**src/rtl/mem_port_arbiter_pkg.sv**
```systemverilog
// Shared types and defaults for the I/D memory port arbiter.
// State encoding is fixed so it stays stable across users of the package.
package mem_port_arbiter_pkg;

  typedef enum logic [1:0] {
    IDLE   = 2'd0,
    BUSY_I = 2'd1,
    BUSY_D = 2'd2,
    DONE   = 2'd3
  } state_e;

  localparam int DEF_AW  = 16;
  localparam int DEF_DW  = 16;
  localparam int DEF_TMO = 15;
  localparam int CNT_W   = 4;

endpackage

```
**src/rtl/mem_port_arbiter_timeout.sv**
```systemverilog
// MemReady watchdog: cleared on grant, counts busy cycles without MemReady.
// tc flags the cycle in which the count has reached TMO.
module mem_timeout_counter
  import mem_port_arbiter_pkg::*;
#(
  parameter int TMO = DEF_TMO
) (
  input  logic clk,
  input  logic rst_n,
  input  logic clear,
  input  logic enable,
  output logic tc
);

  logic [CNT_W-1:0] cnt;

  always_ff @(posedge clk or negedge rst_n) begin
    if (!rst_n) begin
      cnt <= '0;
    end else if (clear) begin
      cnt <= '0;
    end else if (enable) begin
      cnt <= cnt + 1'b1;
    end
  end

  assign tc = (cnt == CNT_W'(TMO));

endmodule

```
**src/rtl/mem_port_arbiter.sv**
```systemverilog
// Two-requester (fetch / data) arbiter onto one memory port.
// Ties alternate on the last grant so neither side waits more than one access.
module mem_port_arbiter
  import mem_port_arbiter_pkg::*;
#(
  parameter int AW  = DEF_AW,
  parameter int DW  = DEF_DW,
  parameter int TMO = DEF_TMO
) (
  input  logic          CLK,
  input  logic          Reset,
  input  logic          IReq,
  input  logic [AW-1:0] IAddr,
  output logic          IDone,
  input  logic          DReq,
  input  logic          DWe,
  input  logic [AW-1:0] DAddr,
  input  logic [DW-1:0] DWdata,
  output logic          DDone,
  output logic [DW-1:0] RData,
  output logic          Err,
  output logic [AW-1:0] MemAddr,
  output logic [DW-1:0] MemWdata,
  output logic          MemRead,
  output logic          MemWrite,
  input  logic [DW-1:0] MemRdata,
  input  logic          MemReady
);

  state_e        state;
  state_e        state_n;
  logic          last_d;
  logic          we_q;
  logic          err_q;
  logic          busy;
  logic          tc;
  logic          grant_i;
  logic          grant_d;
  logic [AW-1:0] addr_q;
  logic [DW-1:0] wdata_q;
  logic [DW-1:0] rdata_q;

  assign busy = (state == BUSY_I) || (state == BUSY_D);

  always_comb begin
    state_n = state;
    grant_i = 1'b0;
    grant_d = 1'b0;
    unique case (state)
      IDLE: begin
        if (IReq && (!DReq || last_d)) begin
          grant_i = 1'b1;
          state_n = BUSY_I;
        end else if (DReq) begin
          grant_d = 1'b1;
          state_n = BUSY_D;
        end
      end
      BUSY_I, BUSY_D: begin
        if (MemReady || tc) state_n = DONE;
      end
      DONE:    state_n = IDLE;
      default: state_n = IDLE;
    endcase
  end

  always_ff @(posedge CLK or negedge Reset) begin
    if (!Reset) begin
      state   <= IDLE;
      last_d  <= 1'b0;
      we_q    <= 1'b0;
      err_q   <= 1'b0;
      addr_q  <= '0;
      wdata_q <= '0;
      rdata_q <= '0;
    end else begin
      state <= state_n;
      if (grant_i) begin
        addr_q <= IAddr;
        we_q   <= 1'b0;
        last_d <= 1'b0;
      end
      if (grant_d) begin
        addr_q  <= DAddr;
        we_q    <= DWe;
        wdata_q <= DWdata;
        last_d  <= 1'b1;
      end
      // MemReady wins over a timeout landing in the same cycle
      if (busy && MemReady) begin
        rdata_q <= we_q ? '0 : MemRdata;
        err_q   <= 1'b0;
      end else if (busy && tc) begin
        rdata_q <= '0;
        err_q   <= 1'b1;
      end
    end
  end

  mem_timeout_counter #(
    .TMO(TMO)
  ) u_tmo (
    .clk   (CLK),
    .rst_n (Reset),
    .clear (grant_i | grant_d),
    .enable(busy & ~MemReady),
    .tc    (tc)
  );

  assign MemAddr  = addr_q;
  assign MemWdata = wdata_q;
  assign MemRead  = busy & ~we_q;
  assign MemWrite = busy & we_q;
  assign IDone    = (state == DONE) & ~last_d;
  assign DDone    = (state == DONE) & last_d;
  assign RData    = rdata_q;
  assign Err      = (state == DONE) & err_q;

endmodule

```
**config.mk**
```make
export PLATFORM = sky130hd
export DESIGN_NAME = mem_port_arbiter
export DESIGN_NICKNAME = d
export VERILOG_FILES = /design/src/rtl/mem_port_arbiter_pkg.sv /design/src/rtl/mem_port_arbiter_timeout.sv /design/src/rtl/mem_port_arbiter.sv
export SDC_FILE = /design/constraint.sdc
export NUM_CORES = 1
export LEC_CHECK = 0
export BUFFER_PORTS_ARGS = -buffer_cell sky130_fd_sc_hd__buf_4
export CAP_MARGIN = 10
export CORE_ASPECT_RATIO = 1.4
export CORE_UTILIZATION = 42
export CTS_CLUSTER_DIAMETER = 80
export DETAILED_ROUTE_END_ITERATION = 16
export GPL_TIMING_DRIVEN = 1
export HOLD_SLACK_MARGIN = 0.12
export PLACE_DENSITY_LB_ADDON = 0.08
export SLEW_MARGIN = 20
export SYNTH_ARGS = -nofsm -noshare
export SYNTH_HDL_FRONTEND = slang
export SYNTH_SLANG_ARGS = --single-unit
```
**constraint.sdc**
```tcl
create_clock -name CLK -period 1.7 [get_ports CLK]
set_input_delay 0.34 -clock CLK [delete_from_list [all_inputs] [get_ports CLK]]
set_output_delay 0.34 -clock CLK [all_outputs]
set_load 0.01 [all_outputs]
```
==> After elaboration in Yosys (flattened, before gate mapping) <==
Index checks and enable logic that the tools add are counted.
{ "classes": {"muxes": 21, "add_sub_neg": 1, "bitwise": 10, "n_eq_ne": 6, "n_reduce_logical": 13} }
{ "op_table": {"columns": ["operator", "n"], "rows": [
  ["16-bit 2-to-1 mux", 5],
  ["1-bit 2-to-1 mux", 10],
  ["4-bit 2-to-1 mux", 2],
  ["1-bit bitwise AND", 6],
  ["2-bit 2-to-1 mux", 3],
  ["2-bit one-hot mux with 3 select lines", 1],
  ["2-bit nonzero test", 3],
  ["4-bit by 1-bit adder with 4-bit output (second input constant)", 1],
  ["2-bit == test (second input constant)", 2],
  ["4-bit == test (second input constant)", 1],
  ["1-bit logical AND", 3],
  ["1-bit logical OR", 3],
  ["3-bit inequality test (second input constant)", 1],
  ["1-bit inverter", 3],
  ["2-bit by 1-bit == test with 1-bit output (second input constant)", 1],
  ["2-bit zero test", 1],
  ["2-bit inequality test (second input constant)", 1],
  ["2-bit AND reduction", 1],
  ["2-bit OR reduction", 1],
  ["1-bit zero test", 1],
  ["1-bit bitwise OR", 1]
]} }
{ "word_totals": {"wordCells": 59, "out_inout_bits": 53, "input_bits": 70, "ff_bits": 57} }

==> Longest topological paths before layout <==
Gate-level depths: netlist of run 1.
{ "depth": {"ltp_word": 7, "mapped_depth": 7, "ltp_nobuf": 5} }

==> By module <==
A second synthesis of run 1 with hierarchy kept.
{ "unflattened": {"hier_cells": 217, "hier_area_um2": 2600.0} }
{ "by_module_without_submodules": {"columns": ["mod", "cells_each", "instances", "area_each_um2"], "rows": [
  ["mem_port_arbiter", 200, 1, 2401.1],
  ["mem_timeout_counter", 17, 1, 198.9]
]} }

==> Worst setup path before layout of run 1 <==
OpenSTA, ideal clock, no wires.
{ "synth_path": {"path_type": "flip-flop to flip-flop", "from": "register state[0]", "to": "register state[0]", "setup_slack_ps": 60, "path_stages_with_launch": 7, "period_less_slack_ps": 1640, "t_arrival_ps": 1515, "required_time_ps": 1575, "path_cell_list": "dfrtp_1 inv_1 ha_1 buf_4 nand2b_1 a2bb2oi_2 mux2_2"} }
{ "synth_between": {"elab_chain_cells": 4, "elab_cells_between_ends": 9, "classes_between": "eq/ne (5); mux (1); reduce/logical (3)"} }
{ "synth_rtl": {"columns": ["element", "line", "source"], "rows": [
  ["start: declaration", "mem_port_arbiter.sv:30", "state_e state;"],
  ["start signal: assignment", "mem_port_arbiter.sv:77", "state <= state_n;"],
  ["2-bit by 1-bit == test with 1-bit output / 2-bit == test (equally long branches)", "mem_port_arbiter.sv:49", "unique case (state)"],
  ["2-bit OR reduction", "mem_port_arbiter.sv:49", null],
  ["2-bit inequality test (no source line)", null, null],
  ["2-bit AND reduction (no source line)", null, null]
]} }
Parallel ways exist; a longest one is shown, timed or not.
A chain may end at the register's enable or synchronous reset.

==> Worst setup path in the final report of run 1 <==
{ "layout_path": {"from": "register state[0]", "to": "output port MemWrite"} }
{ "layout_between": {"elab_chain_cells": 3, "elab_cells_between_ends": 4, "classes_between": "eq/ne (2); bitwise (1); reduce/logical (1)"} }
{ "layout_rtl": {"columns": ["element", "line", "source"], "rows": [
  ["2-bit by 1-bit == test with 1-bit output / 2-bit == test (equally long branches)", "mem_port_arbiter.sv:43", "assign busy = (state == BUSY_I) || (state == BUSY_D);"],
  ["1-bit logical OR (*)", "mem_port_arbiter.sv:43", null],
  ["1-bit bitwise AND (*)", "mem_port_arbiter.sv:113", "assign MemWrite = busy & we_q;"],
  ["end: declaration", "mem_port_arbiter.sv:25", "output logic MemWrite,"]
]} }
Mark *: on every way between the ends. The rest lies on a longest branch, timed or not.

==> results of run 1 <==
==> per-stage QoR <==
stage | hold slack, ns | cell area [sq um]
after floorplan | 0.0444 | 2630
after global placement | 0.253 | 3620
final | 0.219 | 3920
after CTS | 0.206 | 3870
after global routing | 0.215 | 3920
after detailed placement | 0.254 | 3620
==> what timing repair did <==
item | CTS | global route
buffers inserted | 2 | 2
setup endpoints to repair | 28 | 21
hold endpoints to repair | 22 | 0
gates resized for setup | 7 | 7
hold buffers | 1 | 0
pin swaps | 2 | 2
==> per-layer routing <==
metal | global-route usage, % | vias up | share of wire [%]
met3 | 6.22 | 10 | 7.3
met4 | 8.67 | 0 | 1.7
li1 | - | 1077 | -
met2 | 33.1 | 84 | 49
met5 | 0 | - | 0
met1 | 25.1 | 1034 | 42
==> synthesized netlist by cell type (all sizes together) <==
library cell and instances:
nand3 1, buf 12, nand3b 1, clkbuf 5, a31oi 16, mux2i 2, nor2 24, a22o 16
nand2b 1, o21ai 18, mux2 17, a2bb2oi 1, nand2 3, clkinv 1, xor2 2, and3 1
inv 5, o2111ai 16, dfrtp 57, a21oi 3, o2bb2ai 1, and2 3, o21a 1, ha 4
o22ai 3, or3 1, nor2b 2
==> sequential cells by signal (all words and copies together), names as in the netlist <==
signal     flops
MemAddr       16
MemWdata      16
RData         16
err_q          1
last_d         1
state          2
u_tmo.cnt      4
we_q           1
==> layout make-up <==
type / instances / area share [%]
clock buffer: 13 / 4.57
clock inverter: 2 / 0.894
inverter: 6 / 0.639
multi-input combinational: 137 / 28.0
sequential: 57 / 36.4
tap: 70 / 2.23
timing repair buffer: 138 / 27.2
==> cells by family after synthesis <==
family                   count (synthesis)  share of synthesized area, %
AO/OA/AOI/OAI                           75                          20.5
XOR/XNOR                                 2                         0.666
adder cells (fa/ha/maj)                  4                          1.90
buffers and inverters                   23                          5.94
flip-flops                              57                          54.2
multiplexers                            19                          9.32
AND/OR/NAND/NOR                         37                          7.47
==> worst max-delay path, cell delays in order (launching register included) <==
cell and delay (ns):
dfrtp_1 0.37, inv_2 0.06, ha_4 0.30, inv_4 0.05, nor2_2 0.07, buf_4 0.12
==> placed cells by master (no fill, tap or decap), drive strengths merged <==
cell         count
buf            137
dfrtp           57
nor2            24
o21ai           18
mux2            17
o2111ai         16
a31oi           16
a22o            16
clkbuf          13
inv              5
ha               4
and2             3
o22ai            3
a21oi            3
nand2            3
nor2b            2
mux2i            2
xor2             2
clkinv           2
o21a             1
nand2b           1
and3             1
a2bb2oi          1
o2bb2ai          1
nand3            1
or3              1
nand3b           1
bufinv           1
dlygate4sd3      1
==> report_power, final <==
group | internal, mW | switching, mW
Combinational | 1.98 | 1.70
Sequential | 2.00 | 0.380
Clock | 0.826 | 0.515
==> worst max path at each step <==
stage	end	start	cells after the start
final	MemWrite	state[0]	5
after global routing	MemWrite	state[0]	5
after global placement	RData[10]	state[0]	5
after detailed placement	RData[11]	state[0]	5
after floorplan	state[0]	state[0]	6
after CTS	RData[11]	u_tmo.cnt[0]	4
==> results.md, run 1 <==
- Critical Path Source Type: register
- Tmin final: 1.64 ns
- Setup TNS: 0 ns
- GP Congestion: 0.745
- Yosys reg bits: 57
- RR Endpoint: MemWdata[6]
- Row count: 33
- Non-filler cells, final: 423
- Reg area: 0.00143 sq mm
- Core area: 0.00595 sq mm
- Count of cell types in the netlist: 35
- Fill cell count: 519
- Area contributors post-synth: dfrtp_1 (54%), a22o_1 (5.3%), o2111ai_1 (5.3%), mux2_4 (5.1%), a31oi_1 (3.8%)
- Reg2Reg Setup Slack: 0.14 ns
- Worst-path maximum fanout: 6
- Share of cells above drive strength 1: 51.3%
- CTS Buffer Depth: 2
- RSZ-0062 raised after global routing: false
- Leak Pwr: 1.86 nW
- H-tree lvl count: 3
- Worst relative slew slack: 69.5%
- Setup Skew: 0.00658 ns
- Initial drt markers: 167
- Mapped Area: 0.00263 sq mm
- Fin. max-slew vios: 0
- Setup violations, final: 0
- Grt total ovfl: 0
- Drt total wl: 6540 microns
- Die ar.: 0.00659 sq mm
- Hold Crit Class: in2reg
- Worst Hold Path Cells: 2
- Num CTS Buffers: 9
- Worst vdd ir: 1.06 mV
- Power density cells: 1890 mW/mm^2
- P&R area growth vs syn: 48.9%
- IO buf count: 122
- Synth Area per Inst: 12.1 sq um
- HPWL Detailed: 4660 microns
- Num Clock Sinks: 57
- Gate Count Post-Synth: 217
- Initial core utilization: 44.3%
- FF-to-FF path depth: 5
- Top Ports: 123
- WP data arrival: 1.30 ns
- First-pass GRT wire length: 9910 microns
- Vias in the first global route: 2084
- ANT cells: 0
- CP Class: reg2out
- Die extent in x: 68.9 microns
- Antenna violations before repair: 0
- DR vias: 2205
- Worst r2r src: state[0]
- Fin nets: 423
- Drc violations: 0
- Final core utilization: 65.9%
- Pwr Total: 7.40 mW
- Footprint of the multi-input gates: 0.00110 sq mm
- Total GRT Usage: 20.6%
- DIE HEIGHT: 95.7 microns
- Post-synthesis sequential area ratio: 54.2%
- Root buffer cell: clkbuf_8
- Placed cells: 405
- TritonCTS clock tree: done
- DR WL/cell: 15.5 microns
- Post-synth top area share: 54.2%
- Clk slew on worst S/H paths: 0.06 ns
- Hold EP: we_q
- Least-Margin Pin Slew: 0.457 ns
- DP Worst Slack: -0.149 ns
- Crit path capture type: primary output
- Req. time, crit path: 1.36 ns
- Largest net degree at the start of global routing: 39
- Final period util: 96.4%
- Worst-skew pair later-pin latency: 0.33 ns
- Routed vias/inst: 5.21
- Yosys Warn Count: 0
- Final hold viol count: 0
- Final worst slack: 0.0612 ns
- Drt first pass iters: 6
- F_max: 0.610 GHz
- Cell taking the most area after synthesis: dfrtp_1
- Worst hold start: DWe
- Syn nets: 291
- Max-cap violations: 0
- Status: finished clean
- Final ANT Viol Nets: 0
Note: power is estimated with default switching activity, not from simulation.
==> run 2, diff against run 1 <==
==> constraint.sdc (replaced) <==
create_clock -name CLK -period 1.7 [get_ports CLK]
set_input_delay 0.085 -clock CLK [delete_from_list [all_inputs] [get_ports CLK]]
set_output_delay 0.085 -clock CLK [all_outputs]
set_load 0.01 [all_outputs]
==> run 2 against run 1 <==
Compared with the run above: fmax down 0.93%; via count up 13%; first-iteration DRC count grew 23%; final area up 15%; final cell count up 15%; sequential share of layout area fell by 4.6 points; largest power group unchanged; highest routed layer unchanged.
==> results.md, run 2 (synthesis gave the netlist of run 1 again) <==
- Status: finished clean
- Critical Path Source Type: register
- RR Endpoint: u_tmo.cnt[3]
- Leak Pwr: 2.10 nW
- Hold Crit Class: in2reg
- Share of cells above drive strength 1: 41.1%
- CTS Buffer Depth: 2
- F_max: 0.604 GHz
- Footprint of the multi-input gates: 0.00108 sq mm
- Num CTS Buffers: 9
- Worst r2r src: state[1]
- Placed cells: 403
- ANT cells: 0
- Setup Fix Bufs, Post-CTS: 0
- Setup Skew: 0.00799 ns
- Antenna violations before repair: 0
- Reg area: 0.00143 sq mm
- Most common library cell in the layout ignoring fill and taps: buf_4
- Tmin final: 1.65 ns
- GP Congestion: 0.708
- Largest net degree at the start of global routing: 58
- IO buf count: 122
- Die extent in x: 68.9 microns
- Routed vias/inst: 5.13
- Vias in the first global route: 2513
- Worst vdd ir: 0.952 mV
- P&R area growth vs syn: 70.6%
- Least-Margin Pin Slew: 0.721 ns
- CP Class: reg2reg
- DIE HEIGHT: 95.7 microns
- Num Clock Sinks: 57
- Die ar.: 0.00659 sq mm
- Total GRT Usage: 24.2%
- Drc violations: 0
- Worst-skew pair later-pin latency: 0.33 ns
- Req. time, crit path: 1.96 ns
- Worst relative slew slack: 51.9%
- Final hold viol count: 0
- Top Ports: 123
- Max-cap violations: 0
- Initial drt markers: 205
- DR vias: 2491
- Fin nets: 485
- WP data arrival: 1.91 ns
- Fill cell count: 408
- Reg2Reg Setup Slack: 0.05 ns
- Drt first pass iters: 4
- Clk slew on worst S/H paths: 0.06 ns
- Hold Slack: 0.185 ns
- TritonCTS clock tree: done
- Row count: 33
- Setup violations, final: 0
- DR WL/cell: 15.9 microns
- First-pass GRT wire length: 11700 microns
- HPWL Detailed: 4510 microns
- H-tree lvl count: 3
- Root buffer cell: clkbuf_8
- Final period util: 97.3%
- CP endpoint: u_tmo.cnt[3]
- Drt total wl: 7710 microns
- FF-to-FF path depth: 7
- Commonest non-fill, non-tap cells in the layout: buf_4 (131), dlygate4sd3_1 (67), dfrtp_1 (57)
- CP startpoint: state[1]
- Non-filler cells, final: 486
- Fin. max-slew vios: 0
- Worst hold start: IReq
- Crit path capture type: register
- Final ANT Viol Nets: 0
- Grt total ovfl: 0
- Worst-path maximum fanout: 7
- Core area: 0.00595 sq mm
- Initial core utilization: 44.3%
- Power density cells: 1620 mW/mm^2
==> run 2: cell count changes in the layout (fill, tap and decap cells not counted), moves of 2 or more <==
cell	change
dlygate4sd3_1	+66
inv_1	+3
buf_4	-3
nor2_4	-2
clkbuf_8	-3
inv_2	-2
clkbuf_1	+3
==> run 2: where the power goes <==
part | internal [mW] | switching, mW | total, mW | leakage, nW
combinational | 1.98 | 1.71 | 3.70 | 1.32
sequential | 2.00 | 0.379 | 2.38 | 0.685
clock | 0.714 | 0.504 | 1.22 | 0.0974
==> run 2: area by class of cell <==
class                   count  area share [%]
multi-input cells         137            24.0
well taps                  70            1.95
repair buffers            200            37.6
clock inverters             3           0.892
inverters                   6           0.502
flip-flops and latches     57            31.8
clock buffers              13            3.32
==> run 2: how the worst min path moves through the flow <==
stage / to / slack [ns] / cells past startpoint
after floorplan: MemAddr[0] / -0.21 / 0
after global placement: RData[14] / 0.19 / 1
after detailed placement: RData[14] / 0.19 / 1
after CTS: MemAddr[15] / 0.17 / 3
after global routing: state[1] / 0.19 / 4
final: state[1] / 0.19 / 4
==> run 2: metrics by stage <==
| stage | setup WS, ns | TNS (ns) | utilization [%] | power [mW] | cell area [sq um] |
|---|---|---|---|---|---|
| after floorplan | 0.0602 | 0 | - | 4.35 | 2630 |
| after global placement | -0.0498 | -0.777 | 60.5 | 5.76 | 3600 |
| after detailed placement | -0.135 | -1.80 | 60.5 | 5.83 | 3600 |
| after CTS | 0.00529 | 0 | 75.1 | 7.22 | 4470 |
| after global routing | -0.0212 | -0.0212 | 75.5 | 7.79 | 4490 |
| final | 0.0457 | 0 | 75.5 | 7.29 | 4490 |
==> run 2: metal layers <==
metal  global-route usage (%)  share of wire [%]  up-vias  wire length [microns]
met5                        0                  0        -                      0
met4                     9.69                1.6        0                    124
met3                     5.50                6.5       12                    503
met2                     41.6                 52      110                   4010
met1                     28.4                 40     1171                   3070
li1                         -                  -     1198                      -
==> run 2: what timing repair did <==
| action | 4_1_cts | 5_1_grt |
|---|---|---|
| hold buffers | 67 | 0 |
| endpoints found under the setup margin | 23 | 34 |
| endpoints found under the hold margin | 107 | 0 |
| resized for setup | 2 | 5 |
| pin swaps | 1 | 2 |
==> run 2: critical path, cell delays in order (launching register included) <==
cell and delay (ns):
dfrtp_1 0.34, inv_1 0.09, ha_4 0.29, buf_6 0.12, nand2b_1 0.08, buf_4 0.16, or3_1 0.37, a21oi_2 0.13
